### src/rtl/mem_port_arbiter.sv
// Shares a single backing-memory request channel between instruction fetch (I)
// and load/store (D). One transaction in flight; D has priority unless I has
// been passed over STARVE_LIMIT consecutive times. Also produces the core stall.
module mem_port_arbiter #(
    parameter int AWIDTH       = 32,
    parameter int DWIDTH       = 32,
    parameter int STARVE_LIMIT = 4
) (
    input  logic                  clk,
    input  logic                  reset_n,
    input  logic                  i_req,
    input  logic [AWIDTH-1:0]     i_addr,
    output logic [DWIDTH-1:0]     i_rdata,
    output logic                  i_done,
    input  logic                  d_req,
    input  logic [AWIDTH-1:0]     d_addr,
    input  logic [DWIDTH/8-1:0]   d_we,
    input  logic [DWIDTH-1:0]     d_wdata,
    output logic [DWIDTH-1:0]     d_rdata,
    output logic                  d_done,
    output logic                  mem_req_valid,
    input  logic                  mem_req_ready,
    output logic [AWIDTH-1:0]     mem_req_addr,
    output logic [DWIDTH/8-1:0]   mem_req_we,
    output logic [DWIDTH-1:0]     mem_req_wdata,
    input  logic                  mem_resp_valid,
    input  logic [DWIDTH-1:0]     mem_resp_data,
    output logic                  stall
);

    localparam logic [1:0] ST_IDLE  = 2'd0;
    localparam logic [1:0] ST_ISSUE = 2'd1;
    localparam logic [1:0] ST_WAIT  = 2'd2;

    localparam logic [3:0] STARVE_MAX = 4'(STARVE_LIMIT);

    logic [1:0]          state_q, state_d;
    logic                owner_d_q, owner_d_d;   // 1 = transaction belongs to D
    logic [AWIDTH-1:0]   addr_q, addr_d;
    logic [DWIDTH/8-1:0] we_q, we_d;
    logic [DWIDTH-1:0]   wdata_q, wdata_d;
    logic [3:0]          starve_q, starve_d;
    logic [DWIDTH-1:0]   i_rdata_q, i_rdata_d;
    logic [DWIDTH-1:0]   d_rdata_q, d_rdata_d;
    logic                i_done_q, i_done_d;
    logic                d_done_q, d_done_d;

    logic                grant_d;
    logic                grant_ok;
    logic                resp_fire;

    // D wins unless I is pending and has already been passed over the limit.
    // No grant during a done cycle: the requester gets that cycle to drop or
    // change its request, and arbitration happens in the following IDLE cycle.
    assign grant_d   = d_req && !(i_req && (starve_q == STARVE_MAX));
    assign grant_ok  = (state_q == ST_IDLE) && !i_done_q && !d_done_q && (i_req || d_req);
    assign resp_fire = (state_q == ST_WAIT) && mem_resp_valid;

    // Transaction FSM: latch the winner in IDLE, present it in ISSUE, await response in WAIT.
    always_comb begin
        state_d   = state_q;
        owner_d_d = owner_d_q;
        addr_d    = addr_q;
        we_d      = we_q;
        wdata_d   = wdata_q;
        case (state_q)
            ST_IDLE: begin
                if (grant_ok) begin
                    state_d   = ST_ISSUE;
                    owner_d_d = grant_d;
                    if (grant_d) begin
                        addr_d  = d_addr;
                        we_d    = d_we;
                        wdata_d = d_wdata;
                    end else begin
                        addr_d  = i_addr;
                        we_d    = '0;
                        wdata_d = '0;
                    end
                end
            end
            ST_ISSUE: begin
                if (mem_req_ready) state_d = ST_WAIT;
            end
            ST_WAIT: begin
                if (mem_resp_valid) state_d = ST_IDLE;
            end
            default: state_d = ST_IDLE;
        endcase
    end

    // Starvation counter: counts D grants that bypass a waiting I, saturating at the limit.
    always_comb begin
        starve_d = starve_q;
        if (!i_req) begin
            starve_d = '0;
        end else if (grant_ok) begin
            if (grant_d) begin
                if (starve_q < STARVE_MAX) starve_d = starve_q + 4'd1;
            end else begin
                starve_d = '0;
            end
        end
    end

    // Completion: one-cycle done pulse to the owner; read data held until its next done.
    always_comb begin
        i_done_d  = resp_fire && !owner_d_q;
        d_done_d  = resp_fire &&  owner_d_q;
        i_rdata_d = i_done_d ? mem_resp_data : i_rdata_q;
        d_rdata_d = d_done_d ? mem_resp_data : d_rdata_q;
    end

    // State and output registers; reset aborts any transaction in flight.
    always_ff @(posedge clk or negedge reset_n) begin
        if (!reset_n) begin
            state_q   <= ST_IDLE;
            owner_d_q <= 1'b0;
            addr_q    <= '0;
            we_q      <= '0;
            wdata_q   <= '0;
            starve_q  <= '0;
            i_rdata_q <= '0;
            d_rdata_q <= '0;
            i_done_q  <= 1'b0;
            d_done_q  <= 1'b0;
        end else begin
            state_q   <= state_d;
            owner_d_q <= owner_d_d;
            addr_q    <= addr_d;
            we_q      <= we_d;
            wdata_q   <= wdata_d;
            starve_q  <= starve_d;
            i_rdata_q <= i_rdata_d;
            d_rdata_q <= d_rdata_d;
            i_done_q  <= i_done_d;
            d_done_q  <= d_done_d;
        end
    end

    assign mem_req_valid = (state_q == ST_ISSUE);
    assign mem_req_addr  = addr_q;
    assign mem_req_we    = we_q;
    assign mem_req_wdata = wdata_q;
    assign i_done        = i_done_q;
    assign d_done        = d_done_q;
    assign i_rdata       = i_rdata_q;
    assign d_rdata       = d_rdata_q;
    assign stall         = (i_req & ~i_done_q) | (d_req & ~d_done_q);

endmodule

### config.mk
export PLATFORM = sky130hd
export DESIGN_NAME = mem_port_arbiter
export DESIGN_NICKNAME = d
export VERILOG_FILES = /design/src/rtl/mem_port_arbiter.sv
export SDC_FILE = /design/constraint.sdc
export NUM_CORES = 1
export LEC_CHECK = 0
export BUFFER_PORTS_ARGS = -buffer_cell sky130_fd_sc_hd__buf_2
export CORE_MARGIN = 5
export CORE_UTILIZATION = 45
export CTS_CLUSTER_DIAMETER = 150
export DETAILED_ROUTE_END_ITERATION = 8
export PLACE_DENSITY = 0.79
export SLEW_MARGIN = 40
export SYNTH_ARGS = -nofsm -noshare
export SYNTH_HDL_FRONTEND = slang
export SYNTH_SLANG_ARGS = --single-unit
### constraint.sdc
create_clock -name clk -period 2.78 [get_ports clk]
set_clock_uncertainty 0.1 [all_clocks]
set_input_delay 0.556 -clock clk [delete_from_list [all_inputs] [get_ports clk]]
set_output_delay 0.556 -clock clk [all_outputs]
set_load 0.02 [all_outputs]
After elaboration in Yosys (flattened, before gate mapping) --
Cells that the tools add are included.
Storage, ports and cells: output and inout bits 136, bits in registers 141, input bits 138
Cells by class: bitwise logic cells 5, multiplexer cells 11, add/sub/neg operators 1, reduce and logical (&&, ||, !) cells 17, order comparisons 1, eq/ne operators 8
Operators by type and width (number):
- $mux W32 | 2
- $mux W4 | 5
- $logic_and A1 B1 Y1 | 8
- $mux W2 | 3
- $pmux W2 S3 | 1
- $add A4 B1 Y4 const B | 1
- $eq A4 B3 Y1 const B | 1
- $logic_not A1 Y1 | 4
- $lt A4 B3 Y1 const B | 1
- $ne A2 B1 Y1 const B | 2
- $ne A2 B2 Y1 const B | 2
- $reduce_and A2 Y1 | 2
- $ne A3 B2 Y1 const B | 1
- $reduce_and A3 Y1 | 1
- $and A1 B1 Y1 | 2
- $eq A2 B1 Y1 const B | 1
- $eq A2 B2 Y1 const B | 1
- $logic_not A2 Y1 | 1
- $not A1 Y1 | 2
- $logic_or A1 B1 Y1 | 1
- $or A1 B1 Y1 | 1

Depth between registers and ports, before layout --
depth in word-level cells 7, depth in mapped cells 8

Worst setup path after synthesis --
No wires, ideal clock.
path kind flip-flop to flip-flop, from register i_done_q, in the netlist i_done, to register addr_q[10], in the netlist mem_req_addr[10], stages on the path, launching flop included 6, arrival time 1.528 ns, clock period less this slack 1.706 ns, required time 2.603 ns, slack 1.074 ns, buffers on the path 1, path through dfrtp_1 > or4_4 > a21oi_4 > buf_6 > nor2_1 > a21oi_1
Between the ends: word-level cells in the longest chain between the ends 5
Ends and longest elaborated chain:
- from (decl) | line 45 | logic i_done_q, i_done_d;
- from (signal assigned) | line 136 | i_done_q <= i_done_d;
- $logic_not A1 Y1 | line 56 | assign grant_ok = (state_q == ST_IDLE) && !i_done_q && !d_done_q && (i_req || d_req);
- $logic_and A1 B1 Y1 (3 in series) | line 56
- $reduce_and A2 Y1 (no line)
- to (signal assigned) | line 130 | addr_q <= addr_d;
- to (decl) | line 39 | logic [AWIDTH-1:0] addr_q, addr_d;
Every way passes these cells. A chain may end at the register's enable or synchronous reset.

Worst setup path in the final report --
from register state_q[1], to register addr_q[20], in the netlist mem_req_addr[20]
Between the ends: word-level cells in the longest chain between the ends 5
Ends and longest elaborated chain:
- from (decl) | line 37 | logic [1:0] state_q, state_d;
- from (signal assigned) | line 128 | state_q <= state_d;
- $logic_not A2 Y1 (*) | line 56, 66
- $logic_and A1 B1 Y1 (3 in series) | line 56
- $reduce_and A2 Y1 (no line) (*)
Mark *: on every way between the ends. The rest lies on a longest branch, timed or not.

==> out/qor.txt <==
=====================================================================================================
Status                                                                                   complete, no violations
Setup repair after global routing missed its margin                                                no
Total Routing Usage GR                                                                          21.7%
Post-route setup TNS                                                                             0 ps
Insertion delay to the later sink of the worst-skew pair                                       400 ps
Cell-by-cell listing of the critical path                                                or4_4, a21oi_4, buf_8, nor2_1, a21oi_1
Number of buffers inserted to repair setup after CTS                                                0
Largest stage delay on the critical path                                                       610 ps
Global-route wire length before repair                                                   24,800 microns
Switching power total                                                                         3900 uW
I/O pins                                                                                          274
Number of max-slew violations in the final report                                                   0
Min Tclk post-route                                                                           1980 ps
Number of DRC markers after the initial detailed-route iteration                                  241
Sequential cell fraction of total power                                                         34.6%
Combined area of all synthesized cells                                                     5550 sq um
Mux cell area share after synthesis                                                             13.0%
HPWL reported at the end of detailed placement                                           11,700 microns
Antenna-violating nets left                                                                         0
# nets final                                                                                      848
Commonest non-fill, non-tap cell in the layout                                                  buf_2
Num rows                                                                                           40
XOR/XNOR Fraction of Synth Area                                                                    0%
Worst reg2reg path startpoint                                                              state_q[1]
Synthesized area per cell                                                                  12.8 sq um
Overflow left after global routing                                                                  0
Worst hold-check path type                                                               input port to flop
Number of hold-slack violations in the final timing report                                          0
Most frequent cells in the layout                                                        buf_2, dfrtp_1, a21oi_1
Layout Area Growth over Synthesis                                                               39.9%
Fmax achieved                                                                               0.505 GHz
Max-slew headroom                                                                               66.6%
TritonCTS sink count                                                                              141
Post-synthesis net count                                                                          572
Post-Synth Simple-Gate Area                                                                     6.45%
Period utilization                                                                              71.2%
Type of destination of the critical path                                                         flop
Maximum capacitance violations                                                                      0
Critical path's slowest cell                                                                    or4_4
Kind of start point of the critical path                                                         flop
Routed wire length per instance                                                          17.8 microns
Count of cell types in the netlist                                                                 31
Launch point of the worst path                                                             state_q[1]
Internal cell power                                                                           6280 uW
TritonCTS clock tree                                                                            built
Buffer levels on the longest clock path                                                             2
Area of the placeable core                                                               12,100 sq um
Fraction of layout cells with a size suffix above 1                                             53.3%
Starting density of the core                                                                    46.0%
Number of endpoints failing setup at the final stage                                                0
CTS Buf Count                                                                                      17
Number of search-and-repair iterations in the first detailed-routing pass                           4
Areal power density over the cells                                                       1310 nW/um^2
Share of total power in combinational logic                                                     41.0%
Required time worst endpoint                                                                  2990 ps
Ratio of routed vias to standard cells                                                           5.17
Number of input and output port buffers inserted                                                  273
Final weighted congestion of routability-driven global placement                                0.812
Max H-tree Level                                                                                    4
X dimension of the die                                                                    121 microns
Via Count                                                                                       4,599
Initial antenna violation count                                                                     2
Vertical extent of the die                                                                121 microns
Post-synthesis sequential element count                                                           141
Slew of the pin with the lowest slew margin                                                    501 ps
Cell count after synthesis                                                                        432
Sequential-to-total area share from yosys stat                                                  63.6%
Buffer cell driving the clock tree root                                                     clkbuf_16
Aggregate routed wire length                                                             15,900 microns
Maximum resistive drop on vdd                                                                0.835 mV
CTS clock-pin slew for the worst setup and hold paths                                           60 ps
Largest family of logic cells by synthesized area                                        compound AO/OA/AOI/OAI gates
Worst-case hold slack                                                                          264 ps
Post-synthesis share of cell area spent on full adders, half adders and majority gates         0.451%
Fraction of power consumed by the clock network                                                 24.4%
Pin count of the biggest net entering global routing                                               78
Synthesized-area fraction occupied by ao, oa, aoi and oai cells                                 13.3%
Warnings, synthesis                                                                                 0
Die Area                                                                                 14,600 sq um
Post-layout power                                                                           10,200 uW
DRC errors left                                                                                     0
Maximum fanout along the worst path                                                                23
Critical Path AT                                                                              2190 ps
Start-to-end type of the worst setup path                                                flop to flop
Share of total power consumed by net switching                                                  38.3%
Via count of the first global-routing pass                                                      4,890
Leakage                                                                                    0.00400 uW
Origin of the worst min-delay path                                                       mem_req_ready
=====================================================================================================
==> stage by stage <==
stage          instance area (sq um)  utilization [%]  std cells  setup WS [ps]
4_1_cts                         7740             64.2        888            581
3_5_place_dp                    7070             58.7        855            596
2_1_floorplan                   5550                -        432           1070
3_3_place_gp                    7070             58.7        855            714
6_report                        7760             64.3        890            800
5_1_grt                         7760             64.3        890            682
==> Yosys cell counts (all sizes together) <==
cell	n	area share [%]
a22o	37	5.8
clkbuf	14	0.95
nor2b	1	0.11
inv	8	0.54
or4	1	0.20
a21oi	66	6.2
mux2	64	13
buf	12	1.8
nand4b	1	0.16
and2b	1	0.14
nand2b	1	0.11
dfrtp	141	64
o22ai	1	0.11
and2	1	0.11
a21o	1	0.14
nor4	2	0.50
a31oi	1	0.11
nand3	2	0.18
o21ai	3	0.27
a21bo	1	0.18
a32o	1	0.18
nor2	34	2.6
a211oi	2	0.27
ha	2	0.45
nand2	34	2.3
==> worst max-delay path, delay by kind of cell (launching register included) <==
| family | cells | cell delay [ps] |
|---|---|---|
| and+or+nand+nor | 2 | 670 |
| AOI/OAI and AO/OA | 2 | 470 |
| DFF | 1 | 420 |
| buffers and inverters | 1 | 230 |
==> registers in the layout, indices dropped and copies added, names as in the netlist <==
register	cells
mem_req_wdata	32
state_q	2
mem_req_addr	32
d_rdata	32
owner_d_q	1
mem_req_we	4
starve_q	4
d_done	1
i_done	1
i_rdata	32
==> worst paths after layout <==
path	end	slack, ps	depth (start not counted)
setup / recovery	mem_req_addr[20]	800	5
min in group asynchronous	i_rdata[20]	510	2
max in group asynchronous	mem_req_addr[12]	1360	3
setup reg to reg	mem_req_addr[20]	800	5
hold / removal	state_q[0]	260	2
hold reg to reg	mem_req_we[1]	390	1
==> cell type report <==
type | instances | area, sq um
well taps | 168 | 210
repair buffers | 283 | 1470
flip-flops and latches | 141 | 3530
inverters | 8 | 30.0
fillers | 921 | 4300
diodes | 1 | 2.50
clock buffers | 22 | 474
multi-input cells | 257 | 1860
clock inverters | 10 | 185
==> power by group through the flow <==
stage / sequential [uW] / clock, uW / combinational, uW
2_1_floorplan: 4620 / 0 / 1580
3_3_place_gp: 3480 / 0 / 4050
3_5_place_dp: 3530 / 0 / 4180
4_1_cts: 3520 / 2540 / 4200
5_1_grt: 3630 / 2650 / 4490
6_report: 3520 / 2480 / 4180
==> routing by layer <==
layer | part of all wire (%) | up-vias | global-route usage (%)
li1 | - | 2076 | -
met1 | 35 | 2261 | 24.0
met2 | 51 | 237 | 37.2
met3 | 11 | 23 | 9.60
met4 | 1.9 | 2 | 7.01
met5 | 0.082 | - | 0
==> logic make-up after synthesis <==
kind of cell,after synthesis
muxes,64
AOI/OAI and AO/OA,113
adders and majority gates,2
DFF,141
buffers and inverters,34
and+or+nand+nor,78
==> what timing repair did <==
action | in CTS | in global routing
endpoints found under the hold margin | 37 | 0
hold buffers | 1 | 0
gates resized for setup | 0 | 0
Note: power is estimated with default switching activity, not from simulation.
